`config.mk`:
```
export PLATFORM = sky130hd
export DESIGN_NAME = shift_deserializer
export DESIGN_NICKNAME = d
export VERILOG_FILES = /design/src/rtl/shift_deserializer.sv
export SDC_FILE = /design/constraint.sdc
export NUM_CORES = 1
export LEC_CHECK = 0
export CAP_MARGIN = 20
export CORE_MARGIN = 10
export CORE_UTILIZATION = 50
export DETAILED_ROUTE_END_ITERATION = 7
export GPL_TIMING_DRIVEN = 0
export PLACE_DENSITY = 0.74
export SLEW_MARGIN = 10
export SYNTH_ARGS = -nofsm -noshare
export SYNTH_HDL_FRONTEND = slang
export SYNTH_SLANG_ARGS = --single-unit
```
`constraint.sdc`:
```
create_clock -name i_clk -period 2.35 [get_ports i_clk]
set_input_delay 0.705 -clock i_clk [delete_from_list [all_inputs] [get_ports i_clk]]
set_output_delay 0.705 -clock i_clk [all_outputs]
set_load 0.02 [all_outputs]
```
`src/rtl/shift_deserializer.sv`:
```
// Serial-in, parallel-out receiver for an MSB-first serial stream.
// Collects WIDTH bits after a start strobe into a word and presents it on a
// one-entry valid/ready output register. A sticky flag records words that
// were dropped because the output register was still full.
module shift_deserializer #(
  parameter int WIDTH = 8
) (
  input  logic             i_clk,
  input  logic             i_rst,
  input  logic             i_start,
  input  logic             i_bit,
  input  logic             i_ready,
  output logic [WIDTH-1:0] o_data,
  output logic             o_valid,
  output logic             o_busy,
  output logic             o_overrun
);

  localparam int CW = $clog2(WIDTH) + 1;

  typedef enum logic {
    IDLE,
    SHIFT
  } state_t;

  state_t           state, state_next;
  logic [CW-1:0]    count, count_next;
  logic [WIDTH-1:0] shreg, shreg_next;
  logic [WIDTH-1:0] word;
  logic             done;

  // Next-state logic: a start strobe always begins a fresh frame, even one
  // that lands on the completion cycle, so the completing word is discarded.
  always_comb begin
    state_next = state;
    count_next = count;
    shreg_next = shreg;
    done       = 1'b0;
    word       = {shreg[WIDTH-2:0], i_bit};
    if (i_start) begin
      state_next = SHIFT;
      count_next = CW'(1);
      shreg_next = {{(WIDTH-1){1'b0}}, i_bit};
    end else if (state == SHIFT) begin
      shreg_next = word;
      if (count == CW'(WIDTH - 1)) begin
        done       = 1'b1;
        state_next = IDLE;
        count_next = '0;
      end else begin
        count_next = count + CW'(1);
      end
    end
  end

  // State, shift register and bit counter.
  always_ff @(posedge i_clk) begin
    if (i_rst) begin
      state <= IDLE;
      count <= '0;
      shreg <= '0;
    end else begin
      state <= state_next;
      count <= count_next;
      shreg <= shreg_next;
    end
  end

  // Output register: load on completion when empty or being drained in the
  // same cycle; otherwise drop the new word and raise the sticky overrun.
  always_ff @(posedge i_clk) begin
    if (i_rst) begin
      o_data    <= '0;
      o_valid   <= 1'b0;
      o_overrun <= 1'b0;
    end else if (done) begin
      if (!o_valid || i_ready) begin
        o_data  <= word;
        o_valid <= 1'b1;
      end else begin
        o_overrun <= 1'b1;
      end
    end else if (o_valid && i_ready) begin
      o_valid <= 1'b0;
    end
  end

  // Busy mirrors the registered state.
  always_comb o_busy = (state == SHIFT);

endmodule

```
Yosys cells after proc, flatten, opt, wreduce, memory -nomap -nowiden
Cells that the tools add are included.
W data, S select, Z words.

storage, ports and cells
  word-level logic and storage cells = 35
  flip-flop bits (word level) = 22
  input port bits = 5

operators by class
  muxes and demuxes = 14
  equality and inequality tests = 2
  $add $sub $neg = 1
  reductions and logical operators = 9
  bitwise operators = 1

operator list
  kind                   count
  $mux W1                13
  $reduce_and A2 Y1      3
  $add A4 B1 Y4 const B  1
  $eq A4 B3 Y1 const B   1
  $mux W4                1
  $reduce_bool A2 Y1     2
  $ne A2 B1 Y1 const B   1
  $reduce_or A2 Y1       1
  $logic_and A1 B1 Y1    1
  $logic_not A1 Y1       1
  $logic_or A1 B1 Y1     1
  $not A1 Y1             1

Depth between registers and ports, before layout
Gate-level depths: netlist of run 1.

  word-level depth = 6
  gate-level depth with buffers = 5

Worst setup path after synthesis of run 1
No wires, ideal clock.

  kind = input to register
  from = input i_start
  to = register o_data[0]
  data arrival time = 1407 ps
  stages = 4
  setup slack = 871 ps
  setup time = 72 ps
  path buffers = 1
  cell sequence = nor3b_2 -> and4b_1 -> buf_6 -> mux2i_1

on the way
  word-level cells in the longest chain between the ends = 2

RTL lines
  element                             line  text
  start, declared                     10    input logic i_start,
  $mux W1                             40    if (i_start) begin
  $reduce_and A2 Y1 (no source line)  n/a
  end signal, assigned                78    o_data <= word;
  end, declared                       13    output logic [WIDTH-1:0] o_data,

Every way passes these cells.
A chain may end at the register's enable or synchronous reset.

Worst setup path after layout of run 1
  from = register o_data[6]
  to = output o_data[6]

No word-level cell between the ends.

==> results of run 1 <==
-- path summary, 6_finish.rpt --
path	cells past startpoint	slack (ns)	startpoint	endpoint
min	2	0.48	o_data[7]	o_data[7]
min reg2reg	2	0.48	o_data[7]	o_data[7]
max	1	0.36	o_data[6]	o_data[6]
max reg2reg	5	0.80	count[0]	o_data[5]
-- synth_stat cells, drive strengths merged, types with 3 or more instances --
library cell	count	share of area, %
nor2	13	5.4
nand2	4	1.6
a21oi	3	1.6
clkbuf	3	1.2
mux2i	15	16
nand2b	16	11
dfxtp	22	48
buf	3	2.3
-- through the flow --
stage | power, uW | setup WS (ns) | hold WS, ns
2_1_floorplan | 417.9 | 0.8714 | 0.4451
3_3_place_gp | 434.8 | 0.2084 | 0.4569
3_5_place_dp | 435.9 | 0.1634 | 0.4604
4_1_cts | 647.5 | 0.3511 | 0.4845
5_1_grt | 664.9 | 0.3130 | 0.5056
6_report | 640.2 | 0.3597 | 0.4792
-- flip-flops by register name, indices dropped and copies added, names as in the netlist --
name and cells:
o_data 8, shreg 7, o_valid 1, count 4, o_overrun 1, o_busy 1
-- worst register-to-register path: cells and delay by family, from the launching register on --
family | cells | cell delay [ns]
adders and majority gates | 1 | 0.24
muxes | 1 | 0.19
DFF | 1 | 0.42
and+or+nand+nor | 2 | 0.48
buffers and inverters | 1 | 0.16
-- report_power, final --
group	leakage, uW	switching (uW)	internal, uW
Combinational	0.000191	23.4	22.8
Clock	0.0000210	118	94.5
Sequential	0.000178	3.97	378
Total	0.000390	145	495
-- logic make-up after synthesis --
logic type | count (synthesis) | share of synthesized area [%]
AO/OA/AOI/OAI | 7 | 4.670
XOR/XNOR | 1 | 0.9617
adder cells (fa/ha/maj) | 1 | 1.373
buffers and inverters | 6 | 3.571
flip-flops | 22 | 48.35
multiplexers | 15 | 16.48
AND/OR/NAND/NOR | 41 | 24.59
-- metal layers --
| metal | vias to the layer above | track usage, % | wire, um |
|---|---|---|---|
| li1 | 348 | - | - |
| met1 | 311 | 10.34 | 787 |
| met2 | 10 | 15.00 | 802 |
| met3 | 2 | 3.047 | 71 |
| met4 | 0 | 1.676 | 10 |
| met5 | - | 0 | 0 |
-- area by class of cell --
cell class	count	area, um^2	share of cell area, %
repair buffers	15	150.1	13.30
plain buffers	6	32.53	2.882
clock buffers	4	36.28	3.215
multi-input cells	65	437.9	38.80
well taps	25	31.28	2.772
flip-flops and latches	22	440.4	39.02
==> results_tabular.tex, run 1 <==
\begin{tabular}{lr}
\hline
Metric & Value \\
\hline
\multicolumn{2}{l}{\textbf{Worst setup path}} \\
\quad Worst setup SP type & flop \\
\quad Critical path start-end classification & flop to output pin \\
\quad Cell family with most CP delay & buffers and inverters \\
\quad Largest driver fanout on the critical path & 2 \\
\quad Worst Path Arrival & 1.29 ns \\
\quad Buffering stage count on the worst path with inverters included & 1 \\
\quad Critical path's slowest cell & sky130\_fd\_sc\_hd\_\_clkdlybuf4s50\_1 \\
\quad Crit path largest cell delay & roughly 0.61 ns \\
\quad Crit path required time & 1.64 ns \\
\quad Element type at the critical path end & output pin \\
\quad Cell Chain, Critical Path & clkdlybuf4s50\_1 \\
\multicolumn{2}{l}{\textbf{Logic synthesis}} \\
\quad Post-synthesis cell type count & 23 \\
\quad Average instance area after synthesis & 9.794 um\^{}2 \\
\quad Yosys warnings & 0 \\
\quad Fraction of registers with async set/reset & 0\% \\
\quad Post-synth net total & 99 \\
\quad Flops \& latches, synth & 22 \\
\quad Dominant synthesized flop cell & sky130\_fd\_sc\_hd\_\_dfxtp\_1 \\
\quad Share of the yosys chip area belonging to registers & 48.35\% \\
\quad Cell area after synthesis & 910.9 um\^{}2 \\
\quad Number of cells produced by synthesis & between 90 and 100 \\
\quad Number of flops mapped to enable cells by yosys & 0 \\
\multicolumn{2}{l}{\textbf{Placed design}} \\
\quad Placed cell areas & 0.001092 mm\^{}2 \\
\quad Number of cells after detailed placement & 133 \\
\quad Post-DP HPWL & 1200 um \\
\quad IO Port Bufs & 15 \\
\quad Gpl congestion & 0.7448 \\
\multicolumn{2}{l}{\textbf{Route}} \\
\quad Initial DRT Pass Iterations & 4 \\
\quad DRT Wirelength & around 1700 um \\
\quad Antenna-violating nets left & 0 \\
\quad Detail-routed net length per standard cell & 12.20 um \\
\quad DR DRC count & 0 \\
\quad Routed via count & about 670 \\
\quad Number of design-rule violations left by the first detailed-router iteration & 8 \\
\quad Via density per instance & 4.898 \\
\multicolumn{2}{l}{\textbf{Die}} \\
\quad Die width & 62.68 um \\
\quad Number of primary I/O pins & 16 \\
\quad Number of placement rows & 15 \\
\quad Initial Util & 52.75\% \\
\quad Core area & 0.001727 mm\^{}2 \\
\quad Total die area & between 0.003 and 0.004 mm\^{}2 \\
\quad Die boundary height & 62.68 um \\
\multicolumn{2}{l}{\textbf{Final layout}} \\
\quad Highest-count cells in the layout ignoring fill and taps & sky130\_fd\_sc\_hd\_\_dfxtp\_1, sky130\_fd\_sc\_hd\_\_nand2b\_1, sky130\_fd\_sc\_hd\_\_mux2i\_1, sky130\_fd\_sc\_hd\_\_clkdlybuf4s50\_1, sky130\_fd\_sc\_hd\_\_nor2\_1 \\
\quad Filler-free cell count of the finished design & 137 \\
\quad Area delta synth->final & 23.90\% \\
\quad Leading cell type in the layout, fill and taps excluded & sky130\_fd\_sc\_hd\_\_dfxtp\_1 \\
\quad Post-layout instance area & 0.001129 mm\^{}2 \\
\quad Util after Layout & between 60\% and 70\% \\
\quad Filler cells & 158 \\
\quad Layout Nets & $\sim$120 \\
\quad Ant diodes & 0 \\
\quad Fraction of layout instances using a drive strength above 1 & 7.143\% \\
\multicolumn{2}{l}{\textbf{Run status}} \\
\quad Outcome & completed \\
\multicolumn{2}{l}{\textbf{Power and ir drop}} \\
\quad Power per cell area & 567.2 mW/mm\^{}2 \\
\quad Worst-case vdd ir drop & 0.4585 mV \\
\quad Leakage power & 0.0003897 uW \\
\multicolumn{2}{l}{\textbf{STA}} \\
\quad Max Clock Freq & roughly 500 MHz \\
\quad Final Cycle Share & 84.69\% \\
\quad Time the final worst path needs with I/O delays and setup & approximately 2 ns \\
\quad Max-slew violations & 0 \\
\quad Least-Margin Pin Slew & 0.4243 ns \\
\quad Post-Route Setup TNS & 0 ns \\
\quad Number of setup violations in the final report & 0 \\
\quad Clock Skews & roughly 0.0013 ns \\
\quad Relative max-transition margin & between 70\% and 80\% \\
\quad RSZ-0062 raised after global routing & false \\
\quad Hold violation count in the final report & 0 \\
\multicolumn{2}{l}{\textbf{Clock tree}} \\
\quad Clk slew on worst S/H paths & 0.12 ns \\
\quad Maximum number of buffers from clock root to sink & 2 \\
\quad Clock tree from TritonCTS & built \\
\quad Post-CTS Setup Bufs & 0 \\
\quad H-Tree Level Count & 1 \\
\quad Number of buffers inserted for hold repair after clock tree synthesis & 0 \\
\quad CTS Root Buffer Type & sky130\_fd\_sc\_hd\_\_clkbuf\_4 \\
\quad Number of instances resized during post-cts repair & 0 \\
\quad Number of buffers added by the clock tree synthesis step & 3 \\
\quad Clock insertion delay at the later pin of the skew report & 0.31 ns \\
\quad Clk sinks & 22 \\
\multicolumn{2}{l}{\textbf{Global routing}} \\
\quad Total Routing Usage GR & 8.780\% \\
\quad Antenna violations before repair & 0 \\
\quad Final global-route overflow total & 0 \\
\quad Number of global-route vias before repair & 668 \\
\quad Largest net degree at the start of global routing & 13 \\
\quad First-pass GRT wire length & 2994 um \\
\multicolumn{2}{l}{\textbf{Min path}} \\
\quad Tightest Hold Check Type & flop to flop \\
\multicolumn{2}{l}{\textbf{Run}} \\
\quad Max-capacitance violation count & 0 \\
\hline
\end{tabular}
Note: power is estimated with default switching activity, not from simulation.
==> inputs of run 2 (changes only) <==
--- a/config.mk
+++ b/config.mk
@@ -7,10 +7,10 @@
 export LEC_CHECK = 0
 export CAP_MARGIN = 20
 export CORE_MARGIN = 10
-export CORE_UTILIZATION = 50
+export CORE_UTILIZATION = 45
 export DETAILED_ROUTE_END_ITERATION = 7
 export GPL_TIMING_DRIVEN = 0
-export PLACE_DENSITY = 0.74
+export PLACE_DENSITY = 0.71
 export SLEW_MARGIN = 10
 export SYNTH_ARGS = -nofsm -noshare
 export SYNTH_HDL_FRONTEND = slang
==> constraint.sdc (replaced) <==
create_clock -name i_clk -period 1.7 [get_ports i_clk]
set_input_delay 0.51 -clock i_clk [delete_from_list [all_inputs] [get_ports i_clk]]
set_output_delay 0.51 -clock i_clk [all_outputs]
set_load 0.02 [all_outputs]
==> run 2 against run 1 <==
Net effect: die area grew 7.5%; hold slack worse by 0.0054 ns; setup slack got worse by 0.17 ns; critical endpoint unchanged; clock power grew 36%; total power rose by 37%; sequential power grew 38%; sequential cell count unchanged; clock skew about the same.
==> results_tabular.tex, run 2 (same netlist as run 1, synthesis figures left out) <==
\begin{tabular}{lr}
\hline
Metric & Value \\
\hline
\multicolumn{2}{l}{\textbf{Clock tree}} \\
\quad Clk sinks & 22 (unchanged) \\
\quad Number of buffers inserted for hold repair after clock tree synthesis & 0 (unchanged) \\
\quad Number of buffers added by the clock tree synthesis step & 3 (unchanged) \\
\quad CTS Root Buffer Type & sky130\_fd\_sc\_hd\_\_clkbuf\_4 (unchanged) \\
\quad H-Tree Level Count & 1 (unchanged) \\
\quad Clock tree from TritonCTS & built (unchanged) \\
\quad Clock insertion delay at the later pin of the skew report & 0.31 ns (about the same) \\
\quad Clk slew on worst S/H paths & 0.12 ns (about the same) \\
\quad Post-CTS Setup Bufs & 0 (unchanged) \\
\quad Maximum number of buffers from clock root to sink & 2 (unchanged) \\
\multicolumn{2}{l}{\textbf{Final layout}} \\
\quad Ant diodes & 0 (unchanged) \\
\quad Layout Nets & 119 (unchanged) \\
\quad Highest-count cells in the layout ignoring fill and taps & sky130\_fd\_sc\_hd\_\_dfxtp\_1, sky130\_fd\_sc\_hd\_\_nand2b\_1, sky130\_fd\_sc\_hd\_\_mux2i\_1, sky130\_fd\_sc\_hd\_\_nor2\_1, sky130\_fd\_sc\_hd\_\_dlygate4sd2\_1 (was sky130\_fd\_sc\_hd\_\_dfxtp\_1, sky130\_fd\_sc\_hd\_\_nand2b\_1, sky130\_fd\_sc\_hd\_\_mux2i\_1, sky130\_fd\_sc\_hd\_\_clkdlybuf4s50\_1, sky130\_fd\_sc\_hd\_\_nor2\_1) \\
\quad Largest register by flop count & o\_data (unchanged) \\
\quad Fraction of layout instances using a drive strength above 1 & 7.143\% (unchanged) \\
\quad Regs by FF count & o\_data x8, shreg x7, count x4 (unchanged) \\
\quad Filler-free cell count of the finished design & 139 (was 137) \\
\quad Filler cells & 195 (was 158) \\
\quad Number of flip-flops in the largest register & 8 (unchanged) \\
\quad Area delta synth->final & 22.94\% (was 23.90\%) \\
\quad Leading cell type in the layout, fill and taps excluded & sky130\_fd\_sc\_hd\_\_dfxtp\_1 (unchanged) \\
\multicolumn{2}{l}{\textbf{Worst setup path}} \\
\quad Buffering stage count on the worst path with inverters included & 1 (unchanged) \\
\quad Largest driver fanout on the critical path & 2 (unchanged) \\
\quad Crit path required time & 1.19 ns (was 1.64 ns) \\
\quad Worst reg2reg startpoint & count[0] (unchanged) \\
\quad Critical path's slowest cell & sky130\_fd\_sc\_hd\_\_dfxtp\_1 (was sky130\_fd\_sc\_hd\_\_clkdlybuf4s50\_1) \\
\quad Worst setup SP type & flop (unchanged) \\
\quad Cell family with most CP delay & flip-flops (was buffers and inverters) \\
\quad Worst Path Arrival & 1.00 ns (was 1.29 ns) \\
\quad Cell Chain, Critical Path & dlygate4sd2\_1 (was clkdlybuf4s50\_1) \\
\quad Crit path largest cell delay & 0.35 ns (was 0.61 ns) \\
\quad Origin of the worst setup path & o\_data[6] (unchanged) \\
\quad Critical path start-end classification & flop to output pin (unchanged) \\
\quad Element type at the critical path end & output pin (unchanged) \\
\multicolumn{2}{l}{\textbf{STA}} \\
\quad Max-slew violations & 0 (unchanged) \\
\quad Clock Skews & 0.001079 ns (was 0.001343 ns) \\
\quad Relative max-transition margin & 72.05\% (was 71.72\%) \\
\quad Number of setup violations in the final report & 0 (unchanged) \\
\quad Least-Margin Pin Slew & 0.4192 ns (was 0.4243 ns) \\
\quad RSZ-0062 raised after global routing & false (unchanged) \\
\quad Time the final worst path needs with I/O delays and setup & 1.510 ns \\
\quad Hold violation count in the final report & 0 (unchanged) \\
\quad Final Cycle Share & 88.80\% \\
\quad Max Clock Freq & 662.4 MHz \\
\quad Least setup slack across all paths after layout & 0.1903 ns (was 0.3597 ns) \\
\multicolumn{2}{l}{\textbf{Placed design}} \\
\quad Post-DP HPWL & 1253 um (was 1200 um) \\
\quad Worst slack, placed & -0.2873 ns (was 0.1634 ns) \\
\quad Gpl congestion & 0.7238 (was 0.7448) \\
\quad Number of cells after detailed placement & 135 (was 133) \\
\quad IO Port Bufs & 15 (unchanged) \\
\multicolumn{2}{l}{\textbf{Min path}} \\
\quad Tightest Hold Check Type & flop to flop (unchanged) \\
\quad Start point of the worst hold path & o\_data[3] (was o\_data[7]) \\
\multicolumn{2}{l}{\textbf{Route}} \\
\quad Uppermost signal routing layer after detailed routing & met4 (unchanged) \\
\quad Antenna-violating nets left & 0 (unchanged) \\
\quad Detail-routed net length per standard cell & 12.43 um (was 12.20 um) \\
\quad Routed via count & 678 (was 671) \\
\quad Via density per instance & 4.878 (was 4.898) \\
\quad Initial DRT Pass Iterations & 4 (unchanged) \\
\quad Met2 layer wire length in the routed design & 756 um (was 802 um) \\
\quad Met3 wire length & 120 um (was 71 um) \\
\quad Number of design-rule violations left by the first detailed-router iteration & 7 (was 8) \\
\quad Wire length on met1 & 802 um (was 787 um) \\
\quad DR DRC count & 0 (unchanged) \\
\quad DRT Wirelength & 1728 um (was 1671 um) \\
\multicolumn{2}{l}{\textbf{Global routing}} \\
\quad Number of global-route vias before repair & 721 (was 668) \\
\quad Total Routing Usage GR & 9.157\% (was 8.780\%) \\
\quad Antenna violations before repair & 0 (unchanged) \\
\quad Final global-route overflow total & 0 (unchanged) \\
\quad Largest net degree at the start of global routing & 13 (unchanged) \\
\quad First-pass GRT wire length & 3077 um (was 2994 um) \\
\multicolumn{2}{l}{\textbf{Die}} \\
\quad Core area & 0.001942 mm\^{}2 (was 0.001727 mm\^{}2) \\
\quad Die width & 64.99 um (was 62.68 um) \\
\quad Die boundary height & 64.99 um (was 62.68 um) \\
\quad Total die area & 0.004224 mm\^{}2 (was 0.003929 mm\^{}2) \\
\quad Number of primary I/O pins & 16 (unchanged) \\
\quad Number of placement rows & 16 (was 15) \\
\quad Initial Util & 46.91\% (was 52.75\%) \\
\multicolumn{2}{l}{\textbf{Power and ir drop}} \\
\quad Leakage power & 0.0004501 uW (was 0.0003897 uW) \\
\quad Power per cell area & 783.8 mW/mm\^{}2 (was 567.2 mW/mm\^{}2) \\
\quad Worst-case vdd ir drop & 0.6538 mV (was 0.4585 mV) \\
\multicolumn{2}{l}{\textbf{Run status}} \\
\quad Outcome & completed (unchanged) \\
\multicolumn{2}{l}{\textbf{Run}} \\
\quad Max-capacitance violation count & 0 (unchanged) \\
\hline
\end{tabular}
[run 2: changes by cell type in the layout (fill, tap and decap cells not counted)]
cell and delta:
sky130_fd_sc_hd__clkdlybuf4s50_1 -12, sky130_fd_sc_hd__dlygate4sd2_1 +11, sky130_fd_sc_hd__dlymetal6s2s_1 +1
[run 2: final cells by class]
| type | count | area (um^2) | share of cell area [%] |
|---|---|---|---|
| Multi-Input combinational cell | 65 | 437.9 | 39.11 |
| Clock buffer | 4 | 36.28 | 3.240 |
| Sequential cell | 22 | 440.4 | 39.33 |
| Tap cell | 27 | 33.78 | 3.017 |
| Timing Repair Buffer | 15 | 138.9 | 12.40 |
| Buffer | 6 | 32.53 | 2.905 |
[run 2: per-stage QoR]
stage / utilization, % / hold WS, ns / instance area [um^2] / setup TNS (ns) / power, uW
floorplan: - / 0.4451 / 910.9 / 0 / 577.6
global placement: 56.38 / 0.4566 / 1095 / -2.743 / 600.8
detailed placement: 56.38 / 0.4652 / 1095 / -3.094 / 603.1
CTS: 57.54 / 0.4804 / 1117 / 0 / 892.4
global route: 57.67 / 0.5114 / 1120 / 0 / 925.0
finish: 57.67 / 0.4738 / 1120 / 0 / 877.7
[run 2: what timing repair did]
action,in CTS,in global routing
setup endpoints to repair,11,8
gates resized for setup,11,1
gates cloned,0,0
pin swaps,0,1
[run 2: final timing paths]
path	end	slack [ns]	depth (start not counted)
setup / recovery	o_data[6]	0.19	1
hold / removal	o_data[3]	0.47	2
setup reg to reg	o_data[7]	0.19	5
hold reg to reg	o_data[3]	0.47	2
[run 2: power breakdown]
| part | leakage (uW) | switching, uW | internal, uW |
|---|---|---|---|
| sequential | 0.000178 | 5.00 | 522 |
| clock | 0.0000210 | 157 | 131 |
| combinational | 0.000251 | 32.8 | 29.9 |
[run 2: worst min-delay path, stage by stage (launching register included)]
cell	delay, ns
sky130_fd_sc_hd__dfxtp_1	0.33
sky130_fd_sc_hd__nand2b_1	0.06
sky130_fd_sc_hd__mux2i_1	0.05
[run 2: routing by layer]
layer | global-route usage (%) | vias to the layer above
met1 | 9.473 | 310
li1 | - | 349
met3 | 3.608 | 5
met2 | 14.66 | 14
met4 | 6.952 | 0
met5 | 0 | -
